==> src/rtl/instr_fetch_unit.sv <==
// instr_fetch_unit: owns the PC, reads instruction words from RAM and hands them to execute over valid/ready.
// Define HALT_DETECT_EN to stop fetching after a halt opcode (ir_out[30:27] == 4'b0001) is consumed.
module instr_fetch_unit #(
    parameter int ADDR_WIDTH = 14,
    parameter int DATA_WIDTH = 32,
    parameter logic [ADDR_WIDTH-1:0] RESET_PC = 'h100,
    parameter int PC_STEP = 2
) (
    input  logic                  clk,
    input  logic                  rst_n,
    output logic [ADDR_WIDTH-1:0] mem_addr,
    output logic                  mem_cs,
    output logic                  mem_we,
    output logic                  mem_oe,
    input  logic [DATA_WIDTH-1:0] mem_rdata,
    output logic [DATA_WIDTH-1:0] ir_out,
    output logic [ADDR_WIDTH-1:0] pc_out,
    output logic                  ir_valid,
    input  logic                  ir_ready,
    input  logic                  redirect_valid,
    input  logic [ADDR_WIDTH-1:0] redirect_pc,
    output logic                  halted
);
    typedef enum logic [1:0] {S_ADDR, S_DATA, S_HOLD, S_HALT} state_t;
    state_t state, state_d;
    logic started, hs, halt_op, fetch;
    logic [ADDR_WIDTH-1:0] pc;

    assign mem_we = 1'b0;
    assign hs = ir_valid && ir_ready;
    // started holds the FSM for one edge after rst_n rises, giving a synchronous release
    assign fetch = state == S_ADDR && started;
`ifdef HALT_DETECT_EN
    assign halt_op = ir_out[30:27] == 4'b0001;
    assign halted = state == S_HALT;
`else
    assign halt_op = 1'b0;
    assign halted = 1'b0;
`endif

    always_comb begin
        state_d = state;
        if (redirect_valid) state_d = S_ADDR;
        else if (fetch) state_d = S_DATA;
        else if (state == S_DATA) state_d = S_HOLD;
        else if (state == S_HOLD && hs) state_d = halt_op ? S_HALT : S_ADDR;
    end

    always_ff @(posedge clk or negedge rst_n) begin
        if (!rst_n) begin
            state    <= S_ADDR;
            started  <= 1'b0;
            pc       <= RESET_PC;
            mem_addr <= '0;
            mem_cs   <= 1'b0;
            mem_oe   <= 1'b0;
            ir_out   <= '0;
            pc_out   <= '0;
            ir_valid <= 1'b0;
        end else begin
            state   <= state_d;
            started <= 1'b1;
            if (redirect_valid) begin
                pc       <= redirect_pc;
                mem_cs   <= 1'b0;
                mem_oe   <= 1'b0;
                ir_valid <= 1'b0;
            end else begin
                mem_cs <= fetch;
                mem_oe <= fetch;
                if (fetch) mem_addr <= pc;
                if (state == S_DATA) begin
                    ir_out   <= mem_rdata;
                    pc_out   <= pc;
                    pc       <= pc + ADDR_WIDTH'(PC_STEP);
                    ir_valid <= 1'b1;
                end else if (hs) begin
                    ir_valid <= 1'b0;
                end
            end
        end
    end
endmodule

==> config.mk <==
export PLATFORM = sky130hd
export DESIGN_NAME = instr_fetch_unit
export DESIGN_NICKNAME = d
export VERILOG_FILES = /design/src/rtl/instr_fetch_unit.sv
export SDC_FILE = /design/constraint.sdc
export NUM_CORES = 1
export LEC_CHECK = 0
export BUFFER_PORTS_ARGS = -buffer_cell sky130_fd_sc_hd__buf_2
export CAP_MARGIN = 20
export CORE_MARGIN = 2
export CORE_UTILIZATION = 45
export DETAILED_ROUTE_END_ITERATION = 10
export PLACE_DENSITY = 0.74
export SYNTH_ARGS = -nofsm -noshare
export SYNTH_HDL_FRONTEND = slang
export SYNTH_SLANG_ARGS = --single-unit
==> constraint.sdc <==
create_clock -name clk -period 2.2 [get_ports clk]
set_input_delay 0.11 -clock clk [delete_from_list [all_inputs] [get_ports clk]]
set_output_delay 0.11 -clock clk [all_outputs]
set_load 0.05 [all_outputs]
==> qor.yml, run 1 <==
placed_design:
  place_congestion: 0.729
  dp.cells: 432
  portBuffers: 112
  dp_hpwl_mm: 4.61
sta:
  rsz0062_at_grt: "false"
  finalHoldViolCount: 0
  slew_headroom_pct: 58.4
  tightest_slew_ps: 624
  slew_violations: 0
  period_share_pct: 78.4
  setup_viol: 0
  fmax_mhz: 580
  fin_skew_ps: 4.09
  finalSetupTns_ps: 0
  fin_crit_ps: 1720
synthesis:
  ys_ff_latch: 79
  syn_area_per_cell_sq_um: 13.9
  ys_types: 34
  async_flop_share_pct: 100
  synth_cells: 228
  ys_dominant_reg_cell: "dfrtp_1"
  synth.cell_area_sq_um: 3180
  synth_seq_area_share_pct: 62.2
  yosysWarnings: 0
  synth_edf_count: 0
layout:
  nets: 437
  area_delta_synth_final_pct: 39.1
  final_cell_mix: "buf_2 (111), dfrtp_1 (78), mux2_2 (58)"
  diodes: 0
  drive_gt1_share_pct: 49.4
  final_common_cell: "buf_2"
  final_cells: 485
global_routing:
  grt_first_pass_wirelength_mm: 10.8
  grt_pass1_vias: 2318
  grt_overflow: 0
  antenna_found_initial: 0
  grt_max_degree: 50
  grt.total_usage_pct: 18.9
setup_path:
  critPathArrivalTime_ps: 1990
  slowest_delay_ps: 450
  critPathTopFamily: "simple AND/OR/NAND/NOR gates"
  worstPathRequired_ps: 2460
  crit_buf_inv: 0
  critical_path.most_common_cell: "or3_1"
  crit_path_end_kind: "flop"
  path_max_fanout: 6
  crit_chain: "ha_1 > nand3b_1 > or3_1 > or3_1 > a31oi_1"
  setup.worst_path.start_class: "flop"
  cp_slowest_cell: "dfrtp_1"
  worstSetupPathType: "flop to flop"
die:
  io_pins: 115
  die_y_um: 88.1
  std_cell_rows: 30
  die_area_sq_um: 7760
  dieWidth_um: 88.1
  start_util_pct: 46.6
  core_region_area_sq_um: 6830
power:
  power.leakage_nw: 2.07
  intPower_mw: 2.91
  ir_drop_mv: 0.563
  switchingPower_mw: 2.30
  clockPowerShare_pct: 17.7
  switching_share_pct: 44.2
  powerDensity_nw_per_um2: 1180
  p_seq_share_pct: 39.2
  power_frac_comb_pct: 43.1
run_status:
  outcome: "finished, final reports clean"
clock_tree:
  cts_tree: "yes"
  clock_latency_ps: 330
  cts_buffer_depth: 2
  cts.clk_slew.worst_paths_ps: 70
  post-cts-setup-buffer-count: 0
  cts_root_buf: "clkbuf_8"
  cts_max_level: 3
  cts_buffers: 9
  cts.sinks: 79
routing:
  wl_mm: 7.03
  routedWlPerCell_um: 14.5
  dr.pass1.iters: 4
  num_vias: 2350
  drc: 0
  drtIter0Drc: 77
  detail-route-antenna-nets: 0
  routed_via_density: 4.85
run:
  drv_cap: 0
min_path:
  hold_class: "primary input to flop"
==> state kept, by name (all words and copies together) (netlist names) <==
signal,cells
ir_out,32
started,1
state,2
mem_oe,1
pc,14
ir_valid,1
pc_out,14
mem_addr,14
==> logic make-up after synthesis <==
group	after synthesis	synth area share, %
xor gates and xnor gates	10	2.75
DFF	79	62.2
other	2	0.236
and+or+nand+nor	41	6.81
buffers and inverters	15	2.32
AOI/OAI and AO/OA	16	2.68
muxes	64	22.6
adders and majority gates	1	0.393
==> per-stage QoR <==
step           util, %  setup slack, ps  instance area [sq um]  hold WS, ps  total power, mW
2_1_floorplan        -              564                   3180         -186             3.71
3_3_place_gp      56.7              522                   3870          165             4.22
3_5_place_dp      56.7              490                   3870          175             4.26
4_1_cts           64.8              473                   4430         2.62             5.25
5_1_grt           64.8              377                   4430         4.02             5.45
6_report          64.8              476                   4430         2.44             5.21
==> power by group through the flow <==
stage / clock, mW / sequential [mW] / combinational [mW]
after global routing: 1.01 / 2.09 / 2.35
after global placement: 0 / 2.05 / 2.18
after CTS: 0.963 / 2.04 / 2.25
final: 0.924 / 2.04 / 2.24
after floorplan: 0 / 3.30 / 0.409
after detailed placement: 0 / 2.06 / 2.20
==> worst reg2reg max path: cells and delay by family, from the launching register on <==
family | cells | cell delay, ps
compound gates | 1 | 160
flops | 1 | 450
fa+ha+maj | 1 | 180
simple gates | 3 | 860
==> routing by layer <==
layer  part of all wire (%)  vias to the layer above  global-route usage [%]
li1                       -                     1107                       -
met1                     42                     1156                    23.2
met2                     50                       69                    31.2
met3                    4.7                       18                    4.15
met4                    3.2                        0                    10.1
met5                      0                        -                       0
==> synth_stat cells, types with 2 or more instances <==
cell type   n  area (sq um)
nor3_1      3          15.0
conb_1      2          7.51
mux2_1      5          56.3
clkbuf_1    3          11.3
nor4_1      2          12.5
o21ai_0    10          50.1
buf_4       3          22.5
nand2_1    16          60.1
a31oi_1     2          12.5
mux2_2     58           653
xnor2_1     6          52.6
nor2_1      6          22.5
nand2b_1    2          12.5
a21oi_1     3          15.0
inv_1       3          11.3
dfrtp_1    78          1950
or3_1       2          12.5
buf_2       5          25.0
xor2_1      4          35.0
==> final cells by class <==
type	count	area [sq um]
well taps	96	120
inverters	4	15.0
repair buffers	157	1010
clock buffers	13	159
fillers	548	2410
flip-flops and latches	79	1980
multi-input cells	135	1140
clock inverters	1	5.00
==> what timing repair did <==
| action | in CTS | in global routing |
|---|---|---|
| hold endpoints to repair | 85 | 0 |
| gates resized for setup | 0 | 0 |
| hold buffers | 39 | 0 |
==> path summary, 6_finish.rpt <==
kind,startpoint,endpoint,slack [ps],cells after the start
max,pc[2],pc[13],480,5
min reg2reg,ir_out[23],ir_out[23],480,1
min in group asynchronous,rst_n,ir_out[31],340,2
max reg2reg,pc[2],pc[13],480,5
min,redirect_pc[2],pc[2],2,3
max in group asynchronous,rst_n,ir_out[29],1280,3
No activity file was read; power rests on OpenSTA's default activity.
==> inputs of run 2 (changes only) <==
==> constraint.sdc (replaced) <==
create_clock -name clk -period 1.7 [get_ports clk]
set_input_delay 0.085 -clock clk [delete_from_list [all_inputs] [get_ports clk]]
set_output_delay 0.085 -clock clk [all_outputs]
set_load 0.05 [all_outputs]
==> run 2 against run 1 <==
Net effect:
- sequential share of layout area decreased by 2.6 points
- die area unchanged
- flip-flop and latch count unchanged
- non-clock buffer count increased by 18
- largest power group unchanged
- register-to-register slack got worse by 440 ps
- combinational power increased by 33%
- via count increased by 3.4%
- critical path depth decreased by 1
- maximum frequency increased by 3.5%
- routed wire length increased by 6.4%
- largest cell class unchanged
==> qor.yml, run 2 (synthesis gave the netlist of run 1 again) <==
run_status:
  outcome: "finished, final reports clean"
layout:
  drive_gt1_share_pct: 51.2  # +1.9 points
  final_cells: 504  # +3.9%
  diodes: 0  # unchanged
  final_cell_mix: "buf_2 (111), dfrtp_1 (78), mux2_2 (58)"
  nets: 455  # +4.1%
  largest_register: "ir_out"
  largest_reg_flops: 32  # unchanged
  area_delta_synth_final_pct: 47.9
  design_area_sq_um: 4700  # +6.3%
  final_common_cell: "buf_2"
clock_tree:
  cts_root_buf: "clkbuf_8"
  cts_max_level: 3  # unchanged
  cts_buffer_depth: 2  # unchanged
  cts.clk_slew.worst_paths_ps: 80  # about the same
  cts_tree: "yes"
  clock_latency_ps: 340  # about the same
  cts_buffers: 9  # unchanged
  cts.sinks: 79  # unchanged
global_routing:
  grt.total_usage_pct: 19.8  # +0.95 points
  grt_first_pass_wirelength_mm: 11.6  # +6.7%
  grt_overflow: 0  # unchanged
  antenna_found_initial: 0  # unchanged
  grt_pass1_vias: 2464  # +6.3%
  grt_max_degree: 37  # -26%
die:
  die_area_sq_um: 7760  # unchanged
  std_cell_rows: 30  # unchanged
  core_region_area_sq_um: 6830  # unchanged
  die_y_um: 88.1  # unchanged
  io_pins: 115  # unchanged
  start_util_pct: 46.6  # unchanged
  dieWidth_um: 88.1  # unchanged
placed_design:
  portBuffers: 112  # unchanged
  dp.cells: 443  # +2.5%
  preCtsSetupSlack_ps: 2.06  # -488 ps
  dp_hpwl_mm: 4.84  # +5.0%
  dpl-instance-area_sq_um: 3980  # +2.8%
  place_congestion: 0.745  # +2.2%
power:
  powerDensity_nw_per_um2: 1550  # +32%
  power.leakage_nw: 2.20  # +6.1%
  power.total_mw: 7.29  # +40%
  ir_drop_mv: 0.760  # +35%
routing:
  wl_mm: 7.48  # +6.4%
  routedWlPerCell_um: 14.8  # +2.4%
  dr.pass1.iters: 4  # unchanged
  num_vias: 2429  # +3.4%
  detail-route-antenna-nets: 0  # unchanged
  drtIter0Drc: 85  # +10%
  drc: 0  # unchanged
  routed_via_density: 4.82  # -0.53%
setup_path:
  crit_chain: "nand4_2 > or3_4 > or4_4 > a31oi_1"
  critPathArrivalTime_ps: 1930  # -60 ps
  setup.worst_path.start_class: "flop"
  cp_slowest_cell: "dfstp_2"
  path_max_fanout: 4  # -2
  slowest_delay_ps: 550  # +100 ps
  crit_path_end_kind: "flop"
  worstSetupPathType: "flop to flop"
  reg2regPathDepth: 4  # -1
  worstPathRequired_ps: 1960  # -500 ps
sta:
  setup_viol: 0  # unchanged
  fin_skew_ps: 8.77  # +4.67 ps
  fin_ws_ps: 33.8  # -442 ps
  rsz0062_at_grt: "true"
  finalHoldViolCount: 0  # unchanged
  fin_crit_ps: 1670  # -57.9 ps
  fmax_mhz: 600  # +3.5%
  period_share_pct: 98.0  # +20 points
  slew_violations: 0  # unchanged
min_path:
  holdPathStages: 3  # unchanged
  hold_class: "primary input to flop"
run:
  drv_cap: 0  # unchanged
==> run 2: changes by cell type in the layout (fill, tap and decap cells not counted) <==
cell | previous run | this run
nand2_1 | 16 | 15
dlygate4sd3_1 | 39 | 46
or4_4 | 0 | 1
nand2_2 | 0 | 1
bufinv_16 | 0 | 3
buf_12 | 1 | 3
nor4_2 | 0 | 2
clkinv_2 | 1 | 0
clkbuf_1 | 2 | 1
nor4_1 | 2 | 0
buf_4 | 6 | 15
or4_1 | 1 | 0
==> run 2: final timing paths <==
check                                start         end  slack, ps
setup / recovery                     pc[8]      pc[12]         30
setup reg to reg                     pc[8]      pc[12]         30
hold / removal             redirect_pc[13]      pc[13]         20
min in group asynchronous            rst_n   pc_out[5]        240
hold reg to reg                 ir_out[23]  ir_out[23]        490
max in group asynchronous            rst_n  ir_out[18]        880
==> run 2: timing repair <==
item	CTS	global route
buffers inserted	0	0
setup endpoints to repair	1	3
pin swaps	1	0
hold endpoints to repair	78	0
resized for setup	0	4
hold buffers	46	0
==> run 2: cell type report <==
class                   instances  area [sq um]
fillers                       508          2130
flip-flops and latches         79          1980
repair buffers                175          1190
clock inverters                 3          90.1
multi-input cells             135          1160
clock buffers                  12           155
inverters                       4          15.0
well taps                      96           120
==> run 2: critical path, delay by kind of cell, from the launching register on <==
kind | cells | cell delay [ps]
compound gates | 1 | 160
flops | 1 | 550
simple gates | 3 | 880
==> run 2: power breakdown <==
group / switching (mW) / internal, mW
logic: 2.14 / 0.843
registers: 0.254 / 2.37
clock network: 0.636 / 1.05
==> run 2: stage by stage <==
| step | setup TNS, ps | hold WS, ps | util [%] |
|---|---|---|---|
| final | 0 | 21.0 | 68.8 |
| after global routing | -4.33 | 28.9 | 68.8 |
| after CTS | 0 | 2.43 | 68.6 |
| after detailed placement | 0 | 81.4 | 58.2 |
| after global placement | 0 | 70.3 | 58.2 |
| after floorplan | 0 | -211 | - |
==> run 2: routing by layer <==
layer	vias to the layer above	share of wire (%)	global-route usage, %	wire [um]
met3	17	4.6	3.77	347
met1	1196	41	24.1	3090
met2	71	51	33.9	3850
li1	1145	-	-	-
met5	-	0	0	0
met4	0	2.5	9.92	187
